$ cat src/rtl/cp0_unit.sv
// Coprocessor-0 for the M stage: SR/Cause/EPC/PRId, exception/interrupt request
// generation, the mfc0 read mux and the EPC feed for eret.
module cp0_unit #(
    parameter logic [31:0] PRID_VAL = 32'h4D495053,
    parameter logic [5:0]  IM_RESET = 6'b111111
) (
    input  logic        clk,
    input  logic        reset,
    input  logic [4:0]  rd_addr,
    input  logic [4:0]  wr_addr,
    input  logic [31:0] wr_data,
    input  logic        mtc0op,
    input  logic        eretop,
    input  logic [31:0] pc_m,
    input  logic        bd_m,
    input  logic [4:0]  exc_code_in,
    input  logic [5:0]  hw_int,
    output logic        exc_req,
    output logic [31:0] epc_out,
    output logic [31:0] rd_data
);

    logic [5:0]  im;
    logic        exl;
    logic        ie;
    logic        bd;
    logic [5:0]  ip;
    logic [4:0]  exc_code;
    logic [31:0] epc;

    logic        int_pend;
    logic        exc_pend;
    logic [31:0] pc_aligned;
    logic [31:0] epc_next;
    logic [31:0] sr_val;
    logic [31:0] cause_val;
    logic        unused_pc_low;

    assign unused_pc_low = ^pc_m[1:0];

    assign int_pend = (|(hw_int & im)) & ie & ~exl;
    assign exc_pend = (exc_code_in != 5'd0) & ~exl;
    // Registers already read as their reset values during reset, so gate explicitly.
    assign exc_req  = reset & (int_pend | exc_pend);

    assign pc_aligned = {pc_m[31:2], 2'b00};
    assign epc_next   = bd_m ? (pc_aligned - 32'd4) : pc_aligned;

    always_ff @(posedge clk or negedge reset) begin
        if (!reset) begin
            im       <= IM_RESET;
            exl      <= 1'b0;
            ie       <= 1'b1;
            bd       <= 1'b0;
            ip       <= 6'd0;
            exc_code <= 5'd0;
            epc      <= 32'd0;
        end else begin
            ip <= hw_int;
            if (exc_req) begin
                exl      <= 1'b1;
                exc_code <= int_pend ? 5'd0 : exc_code_in;
                bd       <= bd_m;
                epc      <= epc_next;
            end else begin
                if (mtc0op) begin
                    case (wr_addr)
                        5'd12: begin
                            im  <= wr_data[15:10];
                            exl <= wr_data[1];
                            ie  <= wr_data[0];
                        end
                        5'd14:   epc <= {wr_data[31:2], 2'b00};
                        default: ;
                    endcase
                end
                // Placed after the mtc0 write so eret owns EXL if both are set.
                if (eretop)
                    exl <= 1'b0;
            end
        end
    end

    assign sr_val    = {16'd0, im, 8'd0, exl, ie};
    assign cause_val = {bd, 15'd0, ip, 3'd0, exc_code, 2'b00};
    assign epc_out   = epc;

    always_comb begin
        rd_data = 32'd0;
        case (rd_addr)
            5'd12:   rd_data = sr_val;
            5'd13:   rd_data = cause_val;
            5'd14:   rd_data = epc;
            5'd15:   rd_data = PRID_VAL;
            default: rd_data = 32'd0;
        endcase
    end

endmodule

$ cat config.mk
export PLATFORM = sky130hd
export DESIGN_NAME = cp0_unit
export DESIGN_NICKNAME = d
export VERILOG_FILES = /design/src/rtl/cp0_unit.sv
export SDC_FILE = /design/constraint.sdc
export NUM_CORES = 1
export LEC_CHECK = 0
export CORE_ASPECT_RATIO = 1.1
export CORE_MARGIN = 3
export CORE_UTILIZATION = 38
export DETAILED_ROUTE_END_ITERATION = 12
export GPL_TIMING_DRIVEN = 0
export HOLD_SLACK_MARGIN = 0.1
export PLACE_DENSITY = 0.77
export REMOVE_ABC_BUFFERS = 1
export SLEW_MARGIN = 40
export SYNTH_ARGS = -nofsm -noshare
export SYNTH_HDL_FRONTEND = slang
export SYNTH_SLANG_ARGS = --single-unit
$ cat constraint.sdc
create_clock -name clk -period 1.5 [get_ports clk]
set_input_delay 0.15 -clock clk [delete_from_list [all_inputs] [get_ports clk]]
set_output_delay 0.15 -clock clk [all_outputs]
set_load 0.1 [all_outputs]
* Word-level counts from Yosys, hierarchy flattened
Index checks and enable logic that the tools add are counted.
W data, S select, Z words.
** Word-level totals
- Register bits after elaboration :: 52
- Bits of input ports :: 90
- Output and inout port bits :: 65
** Cells by class
- Add/sub/neg operators :: 1
- Equality and inequality tests :: 6
- Muxes and demuxes :: 10
- Bitwise operators :: 8
- Reductions and logical operators :: 9
** Operator list (number)
- $mux W32 :: 4
- $pmux W32 S4 :: 1
- $sub A32 B3 Y32 const B :: 1
- $eq A5 B4 Y1 const B :: 6
- $and A6 B6 Y6 :: 1
- $reduce_bool A3 Y1 :: 2
- $reduce_or A6 Y1 :: 1
- $mux W5 :: 1
- $reduce_bool A5 Y1 :: 1
- $and A1 B1 Y1 :: 4
- $mux W1 :: 4
- $reduce_and A2 Y1 :: 2
- $reduce_bool A2 Y1 :: 2
- $reduce_and A3 Y1 :: 1
- $not A1 Y1 :: 2
- $or A1 B1 Y1 :: 1

* Depth between registers and ports, before layout
Gate-level depths: netlist of run 1.
- Depth after elaboration :: 8
- Depth in mapped cells :: 8
- Gate-level depth less buffers :: 7

* Worst setup path after synthesis of run 1
Ideal clock, no wire load.
- Kind :: reg-to-output
- From :: register epc[12] (netlist: epc_out[12])
- To :: output rd_data[12]
- Arrival time :: 3.082 ns
- Data required time :: 1.350 ns
- Setup slack :: -1.732 ns
- Stages on the path, launching flop included :: 3
- Buffers on the path :: 0
- Cells stage by stage :: dfrtp_1 nor2_1 nor3_1
** Between the ends
- Longest elaborated chain between the ends :: 1
** Ends and longest elaborated chain
- start: declaration :: RTL line 29 : logic [31:0] epc;
- start signal: assignment :: RTL line 64 : epc <= epc_next;
- start signal: assignment :: RTL line 73 : 5'd14: epc <= {wr_data[31:2], 2'b00};
- $pmux W32 S4 :: RTL line 90 : case (rd_addr)
- end: declaration :: RTL line 20 : output logic [31:0] rd_data
No other way between the ends.

* Worst setup path in the final report of run 1
- From :: register im[2]
- To :: output exc_req
** Between the ends
- Longest elaborated chain between the ends :: 6
** Ends and longest elaborated chain
- start: declaration :: RTL line 23 : logic [5:0] im;
- start signal: assignment :: RTL line 69 : im <= wr_data[15:10];
- $and A6 B6 Y6 :: RTL line 41 : assign int_pend = (|(hw_int & im)) & ie & ~exl;
- $reduce_or A6 Y1 :: RTL line 41
- $and A1 B1 Y1 (2 in a row) :: RTL line 41
- $or A1 B1 Y1 :: RTL line 44 : assign exc_req = reset & (int_pend | exc_pend);
- $and A1 B1 Y1 :: RTL line 44
- end: declaration :: RTL line 18 : output logic exc_req,
No other way between the ends.

==> flow_summary.ini, run 1 <==
[outcome]
status = complete, but fails checks
violations = setup timing

[setup_path]
critical_path_class = flop to primary output
critPathMostFrequentCell = buf_12
arrival_ns = 1.74
startpoint_type = flop
path_cells = a22o_1, o31ai_4, a21oi_4, buf_12, buf_12
crit_path_max_incr_delay_ns = 0.56
reg2reg_depth = 6
end_kind = primary output
path_buf_inv = 2
critPathTopFamily = flip-flops
cp.required_ns = 1.35
cp_num_cells = 5
crit_slowest_cell = dfstp_2
critPathMaxFanout = 3

[hold_path]
hold_path.class = input port to asynchronous set/reset pin

[sta]
setup_viol_count_final = 57
clock_skew_ns = 0.00471
rsz0062_at_grt = yes
worstMarginPinSlew_ns = 0.526
period_share = 1.26
hold_viol_final = 0
min_period_ns = 1.89
fmax_mhz = 528
setup_ws_ns = -0.393
whs_ns = 0.166
slew_viol_final = 0
slew_headroom = 0.649

[cts]
clk_pin_slew_ns = 0.09
cts_tree = built
cts_sinks = 50
numCtsBuffers = 5
cts-root-buf = clkbuf_8
clockBufferDepth = 2
clk_latency_ns = 0.30
htreeDepth = 2

[finish]
syn_to_final_growth_pct = 76.5
fin_nets = 629
n_antenna_cell = 0
fillers = 605
postLayoutCellArea_um2 = 5750
stdcell_count = 647
drive_gt1_frac = 0.391

[yosys]
synth_common_cells = 51 x mux2i_1, 43 x dfrtp_1, 40 x nor2_1
synth_mux_area_frac = 0.191
synth_area_leaders = dfrtp_1 33%, mux2i_1 16%, xnor2_1 6.5%
synth_edf_count = 0
synth_compound_area_frac = 0.0838
yosys.cell_types.count = 47
synth_top_area_cell = dfrtp_1
synthArstFlopShare = 1.00
synthSimpleGateAreaFrac = 0.216
synth-adder-area-share = 0.00384
synth_top_family_by_area = simple AND/OR/NAND/NOR gates
syn-instance-count = 341
synthXorXnorAreaFrac = 0.0753
yosys_warnings = 0
yosysSeqAreaShare = 0.387
ys.flop_type = dfrtp_1
ys_ff_latch = 50
yosysMostFrequentCell = mux2i_1
syn_avg_cell_area_um2 = 9.55
synth_top_area_share = 0.331
syn_area_um2 = 3260

[placement]
place_congestion = 0.783
port_buffers = 150
dp_hpwl_um = 7490
pre_cts_slack_ns = -1.24
place_inst = 586
dpl_cell_area_um2 = 4550

[global_route]
overflow = 0
grt_pass1_vias = 3583
grtUsageMet1 = 0.299
grt-busiest-layer = met2
grt_pass1_wl_um = 18500
use_met2 = 0.450
antenna_found_initial = 0
grtUsageTotal = 0.249
met3_usage = 0.0474
grt_max_degree = 25

[power_and_ir_drop]
switching_share = 0.505
leakage_nw = 2.61
internal-power_w = 0.00303
switchingPower_w = 0.00308
clockPowerShare = 0.137
p_per_area_nw_per_um2 = 1060
total_power_w = 0.00611
seqPwrFrac = 0.309
vdd_drop_max_mv = 0.749
power_frac_comb = 0.553

[floorplanning]
core_area_um2 = 8130
die_x_um = 94.3
die_height_um = 103
std_cell_rows = 34
start_util = 0.401
dieArea_um2 = 9710
ios = 155

[route]
first_iter_violations = 105
drcViolationCount = 0
drtAntennaViolNets = 0
routedWlPerCell_um = 19.1
drtPass1Iterations = 4
vias = 3439
routed_wl_um = 12400
routed_via_density = 5.32

[flow_run]
maxCapViolations = 0
==> layer usage <==
layer,vias up,part of all wire
met5,-,0
met4,0,0.015
met3,15,0.080
met2,162,0.52
met1,1677,0.39
li1,1585,-
==> path summary, 6_finish.rpt <==
kind,slack (ns),startpoint,to
setup / recovery,-0.39,im[2]$_DFFE_PN1P_,exc_req
hold / removal,0.17,reset,im[4]$_DFFE_PN1P_
setup reg to reg,-0.37,im[2]$_DFFE_PN1P_,bd$_DFFE_PN0P_
hold reg to reg,0.53,bd$_DFFE_PN0P_,bd$_DFFE_PN0P_
max in group asynchronous,0.84,reset,epc_out[13]$_DFFE_PN0P_
min in group clk,0.25,pc_m[3],epc_out[3]$_DFFE_PN0P_
==> layout by cell type (no fill, tap or decap), drive strengths merged, types with 4 or more instances in the layout <==
master and instances:
dfstp 7, xnor2 24, nor4 8, xor2 4, nand3 8, clkdlybuf4s50 76, mux2 10, mux2i 51
and2 11, inv 9, a22oi 4, nor2b 4, clkbuf 10, nor3 18, nor2 40, buf 119
nand4 4, a21oi 9, nand2 24, o21ai 20, dfrtp 43, or3 4
==> sequential cells by signal, indices dropped and copies added (netlist names) <==
name      flops
ip            6
exc_code      5
exl           1
ie            1
bd            1
im            6
epc_out      30
==> what timing repair did <==
action,in CTS,in global routing
gates resized for setup,133,60
hold endpoints to repair,43,0
pin swaps,19,13
setup buffers,34,13
setup endpoints to repair,77,72
gates cloned,6,0
hold buffers,5,0
==> worst min-delay path: cells and delay by family <==
| family | cells | cell delay (ns) |
|---|---|---|
| buffers and inverters | 5 | 0.47 |
==> stage by stage <==
stage / setup TNS, ns / utilization
final: -13.52 / 0.707
after global routing: -15.35 / 0.707
after CTS: -16.35 / 0.678
after detailed placement: -58.18 / 0.560
after global placement: -338.01 / 0.590
after floorplan: -167.55 / -
==> kinds of logic (layout without fill, tap and decap cells) <==
group                    Yosys count  after routing
AO/OA/AOI/OAI                     43             43
XOR/XNOR                          28             28
adder cells (fa/ha/maj)            1              1
buffers and inverters             27            223
flip-flops                        50             50
multiplexers                      61             61
other                              1              2
AND/OR/NAND/NOR                  130            131
==> power by group through the flow <==
stage               combinational [W]  sequential (W)  clock, W
finish                        0.00338         0.00189  0.000840
detailed placement            0.00290         0.00190         0
global placement              0.00306         0.00190         0
global route                  0.00351         0.00193  0.000915
CTS                           0.00323         0.00188  0.000867
floorplan                    0.000759         0.00329         0
==> cell type report <==
type,count,area (um^2),area share
sequential,50,1260,0.219
inverter,9,33.8,0.00588
clock inverter,2,12.5,0.00218
clock buffer,6,82.6,0.0144
tap,108,135,0.0235
timing repair buffer,206,2040,0.355
multi-input combinational,266,2180,0.379
(Power assumes the default switching activity.)
==> run 2: changes to the inputs <==
CORE_UTILIZATION = 42   (was 38)
PLACE_DENSITY = 0.85   (was 0.77)
clock period = 2 ns   (was 1.5 ns; I/O delays follow)
==> run 2 against run 1 <==
Compared with the run above:
- non-clock buffer count fell by 37
- wire length shrank 17%
- worst setup slack improved by 0.45 ns
- register-to-register slack improved by 0.53 ns
- core utilization is 4.9 points lower
- combinational power decreased by 34%
- critical path depth rose by 1
- cell count down 6.3%
- sequential share of layout area is 3.6 points higher
- the run now ends clean
- sequential power shrank 26%
==> flow_summary.ini, run 2 (synthesis results as in run 1) <==
[finish]
largest_reg_flops = 30
fillers = 617
drive_gt1_frac = 0.265
n_antenna_cell = 0
fin_nets = 591
syn_to_final_growth_pct = 51.8
layout_common_cells = 83 x clkdlybuf4s50_1, 51 x mux2i_1, 45 x buf_2
final_common_cell = clkdlybuf4s50_1

[floorplanning]
core_area_um2 = 7510
start_util = 0.433
die_height_um = 98.3
dieArea_um2 = 8850
ios = 155
die_x_um = 89.9
std_cell_rows = 33

[hold_path]
holdPathStages = 3
hold_path.class = input port to flop

[setup_path]
reg2reg_depth = 6
arrival_ns = 1.74
crit_slowest_cell = or4_4
end_kind = primary output
critPathMaxFanout = 8
startpoint_type = input port
crit_path_max_incr_delay_ns = 0.53
critPathMostFrequentCell = buf_12
critical_path_class = input port to primary output
path_cells = clkdlybuf4s50_1, or4_4, nor2_4, a21oi_4, buf_12, buf_12
cp.required_ns = 1.80

[sta]
setup_viol_count_final = 0
worstMarginPinSlew_ns = 0.581
slew_headroom = 0.612
slew_viol_final = 0
period_share = 0.970
final.setup.tns_ns = 0
rsz0062_at_grt = yes
min_period_ns = 1.94
hold_viol_final = 0
whs_ns = 0.218
clock_skew_ns = 0.00647
fmax_mhz = 515

[placement]
dp_hpwl_um = 7430
place_congestion = 0.751
port_buffers = 150

[global_route]
overflow = 0
grtUsageTotal = 0.221
grt_max_degree = 31
grt_pass1_vias = 3187
antenna_found_initial = 0
grt_pass1_wl_um = 15900

[flow_run]
maxCapViolations = 0

[route]
first_iter_violations = 141
routed_wl_um = 10200
vias = 3173
routedWlPerCell_um = 16.9
routed_via_density = 5.24
drcViolationCount = 0
drtPass1Iterations = 4
drtAntennaViolNets = 0

[cts]
cts_sinks = 50
cts_tree = built
htreeDepth = 2
clk_latency_ns = 0.29
clockBufferDepth = 2
clk_pin_slew_ns = 0.09
numCtsBuffers = 5
cts-root-buf = clkbuf_8

[power_and_ir_drop]
p_per_area_nw_per_um2 = 881
vdd_drop_max_mv = 0.594
leakage_nw = 2.24

[outcome]
status = finished clean
## run 2: repair_timing
action	4_1_cts	5_1_grt
hold buffers	3	1
endpoints found under the setup margin	34	37
gates resized for setup	15	27
hold endpoints to repair	43	18
buffers inserted	4	7
pin swaps	1	2
## run 2: path summary, 6_finish.rpt
| path | from | to | slack, ns |
|---|---|---|---|
| hold reg to reg | bd$_DFFE_PN0P_ | bd$_DFFE_PN0P_ | 0.54 |
| max in group asynchronous | reset | epc_out[25]$_DFFE_PN0P_ | 0.37 |
| hold / removal | exc_code_in[1] | exc_code[1]$_DFFE_PN0P_ | 0.22 |
| setup reg to reg | im[2]$_DFFE_PN1P_ | bd$_DFFE_PN0P_ | 0.16 |
| setup / recovery | exc_code_in[2] | exc_req | 0.06 |
| min in group asynchronous | reset | exc_code[1]$_DFFE_PN0P_ | 0.51 |
## run 2: layout make-up
| cell class | count | area, um^2 | share of cell area |
|---|---|---|---|
| clock buffers | 6 | 72.6 | 0.0147 |
| clock inverters | 2 | 37.5 | 0.00759 |
| inverters | 9 | 33.8 | 0.00684 |
| multi-input cells | 265 | 1950 | 0.395 |
| flip-flops and latches | 50 | 1260 | 0.255 |
| well taps | 105 | 131 | 0.0266 |
| repair buffers | 169 | 1460 | 0.294 |
## run 2: worst max-delay path: cells and delay by family
| kind | cells | cell delay [ns] |
|---|---|---|
| simple gates | 2 | 0.69 |
| buf+inv | 3 | 0.75 |
| compound gates | 1 | 0.09 |
## run 2: power by group
group	switching, W	total, W	internal (W)
clock	0.000336	0.000710	0.000374
sequential	0.000161	0.00140	0.00124
combinational	0.00167	0.00224	0.000566
total	0.00217	0.00435	0.00218
## run 2: through the flow
stage                     cells   util  total power (W)  cell area [um^2]  setup slack, ns
after floorplan             324      -          0.00304              3160            -3.31
after global placement      579  0.638          0.00371              4790            -5.87
after detailed placement    583  0.607          0.00360              4560           -0.943
after CTS                   598  0.637          0.00434              4790          0.00425
after global routing        606  0.658          0.00454              4940          -0.0156
final                       606  0.658          0.00435              4940           0.0599
## run 2: metal layers
layer	vias up	share of wire	routed length, um	track usage
met2	143	0.51	5250	0.413
met3	8	0.074	752	0.0532
met5	-	0	0	0
met4	0	0.0078	80	0.0306
met1	1519	0.40	4140	0.264
li1	1503	-	-	-
==> run 3: changes to the inputs <==
--- a/config.mk
+++ b/config.mk
@@ -8,9 +8,10 @@
 export CORE_ASPECT_RATIO = 1.1
 export CORE_MARGIN = 3
-export CORE_UTILIZATION = 42
+export CORE_UTILIZATION = 43
+export CTS_BUF_LIST = sky130_fd_sc_hd__clkbuf_8
 export DETAILED_ROUTE_END_ITERATION = 12
 export GPL_TIMING_DRIVEN = 0
 export HOLD_SLACK_MARGIN = 0.1
-export PLACE_DENSITY = 0.85
+export PLACE_DENSITY = 0.87
 export REMOVE_ABC_BUFFERS = 1
 export SLEW_MARGIN = 40
==> constraint.sdc (replaced) <==
create_clock -name clk -period 2 [get_ports clk]
set_input_delay 0.2 -clock clk [delete_from_list [all_inputs] [get_ports clk]]
set_output_delay 0.2 -clock clk [all_outputs]
set_load 0.02 [all_outputs]
==> run 3 against run 2 <==
Compared with the run above:
- sequential share of layout area fell by 0.95 points
- cell count fell by 3.5%
- combinational power fell by 41%
- critical path depth did not move
- first-iteration DRC count fell by 36%
- clock power rose by 3.0%
- die area fell by 2.2%
- via count fell by 0.13%
- register-to-register slack improved by 0.07 ns
- core utilization rose by 5.9 points
- flip-flop and latch count did not move
- largest cell class unchanged
- highest routed layer unchanged
==> flow_summary.ini, run 3 (synthesis results as in run 1) <==
[sta]
slew_viol_final = 0
min_period_ns = 1.96
slew_headroom = 0.527
hold_viol_final = 0
whs_ns = 0.358
worstMarginPinSlew_ns = 0.707
clock_skew_ns = 0.00697
setup_viol_count_final = 0
fmax_mhz = 510
final.setup.tns_ns = 0
period_share = 0.980

[floorplanning]
die_height_um = 97.3
die_x_um = 89.0
start_util = 0.454
std_cell_rows = 32
dieArea_um2 = 8650
ios = 155
core_area_um2 = 7170

[setup_path]
end_kind = primary output
critPathTopFamily = buffers and inverters
cp.required_ns = 1.80
critPathMaxFanout = 10
path_cells = clkdlybuf4s50_1, or4_4, nor2_4, a21oi_4, buf_8, buf_2
startpoint_type = input port
path_buf_inv = 3
arrival_ns = 1.76
critical_path_class = input port to primary output
crit_path_max_incr_delay_ns = 0.55
crit_slowest_cell = or4_4

[finish]
fin_nets = 590
drive_gt1_frac = 0.140
postLayoutCellArea_um2 = 5130
n_antenna_cell = 0
layout_common_cells = 114 x clkdlybuf4s50_1, 51 x mux2i_1, 43 x dfrtp_1
fillers = 561
largest_reg_flops = 30
final_common_cell = clkdlybuf4s50_1
fin_util = 0.716
syn_to_final_growth_pct = 57.7

[global_route]
antenna_found_initial = 0
grt_max_degree = 31
overflow = 0
grt_pass1_wl_um = 16400
grtUsageTotal = 0.241
grt_pass1_vias = 3380

[placement]
place_congestion = 0.834
dpl_cell_area_um2 = 4850
dp_hpwl_um = 7690
port_buffers = 150

[cts]
clk_pin_slew_ns = 0.09
cts_tree = built
clk_latency_ns = 0.31
htreeDepth = 2
cts-root-buf = clkbuf_8
numCtsBuffers = 5
cts_sinks = 50
clockBufferDepth = 2

[route]
routed_wl_um = 10600
drcViolationCount = 0
routed_via_density = 5.42
first_iter_violations = 90
vias = 3169
drtPass1Iterations = 4
drtAntennaViolNets = 0
routedWlPerCell_um = 18.1

[power_and_ir_drop]
vdd_drop_max_mv = 0.437
leakage_nw = 2.43
p_per_area_nw_per_um2 = 674

[flow_run]
maxCapViolations = 0

[outcome]
status = finished clean

[hold_path]
hold_path.class = input port to flop
==> run 3: cell count changes in the layout (fill, tap and decap cells not counted), moves of 8 or more <==
| cell | delta |
|---|---|
| buf_2 | -43 |
| clkdlybuf4s50_1 | +31 |
| dlygate4sd2_1 | +23 |
| clkbuf_4 | -18 |
| dlymetal6s2s_1 | +8 |
==> run 3: metrics by stage <==
step	setup slack (ns)	power [W]	instances
CTS	0.000268	0.00349	583
detailed placement	-1.07	0.00273	563
finish	0.0407	0.00346	585
global route	-0.00791	0.00364	585
floorplan	-2.09	0.00201	324
global placement	-5.39	0.00267	559
==> run 3: path summary, 6_finish.rpt <==
| path | start | endpoint | slack [ns] | cells after the start |
|---|---|---|---|---|
| max in group asynchronous | reset | epc_out[3]$_DFFE_PN0P_ | 0.94 | 4 |
| min | hw_int[0] | ip[0]$_DFF_PN0_ | 0.36 | 1 |
| max | exc_code_in[1] | exc_req | 0.04 | 6 |
| min reg2reg | bd$_DFFE_PN0P_ | bd$_DFFE_PN0P_ | 0.53 | 1 |
| max reg2reg | im[2]$_DFFE_PN1P_ | im[1]$_DFFE_PN1P_ | 0.23 | 5 |
| min in group asynchronous | reset | epc_out[16]$_DFFE_PN0P_ | 0.49 | 2 |
==> run 3: repair_timing <==
action,in CTS,in global routing
pin swaps,4,1
hold buffers,3,0
buffers inserted,10,2
gates resized for setup,41,13
endpoints found under the hold margin,43,0
endpoints found under the setup margin,34,16
==> run 3: power by group <==
| part | total (W) | internal (W) | switching (W) |
|---|---|---|---|
| clock network | 0.000731 | 0.000373 | 0.000359 |
| registers | 0.00141 | 0.00124 | 0.000167 |
| logic | 0.00132 | 0.000693 | 0.000629 |
| total | 0.00346 | 0.00231 | 0.00115 |
==> run 3: worst register-to-register path, cell delays in order (launching register included) <==
cell,delay (ns)
dfstp_2,0.55
a22o_1,0.18
o31ai_4,0.10
buf_4,0.17
a31oi_4,0.31
mux2_2,0.38
==> run 3: metal layers <==
metal / GRT usage / part of all wire / vias to the layer above
met5: 0 / 0 / -
met4: 0.0561 / 0.014 / 0
met3: 0.0492 / 0.073 / 12
met2: 0.433 / 0.51 / 130
met1: 0.290 / 0.40 / 1520
li1: - / - / 1507
==> run 3: area by class of cell <==
class,count,area (um^2),area share
clock buffer,5,68.8,0.0134
clock inverter,3,45.0,0.00877
inverter,9,33.8,0.00658
multi-input combinational,265,1930,0.377
sequential,50,1260,0.245
tap,85,106,0.0207
timing repair buffer,168,1690,0.328
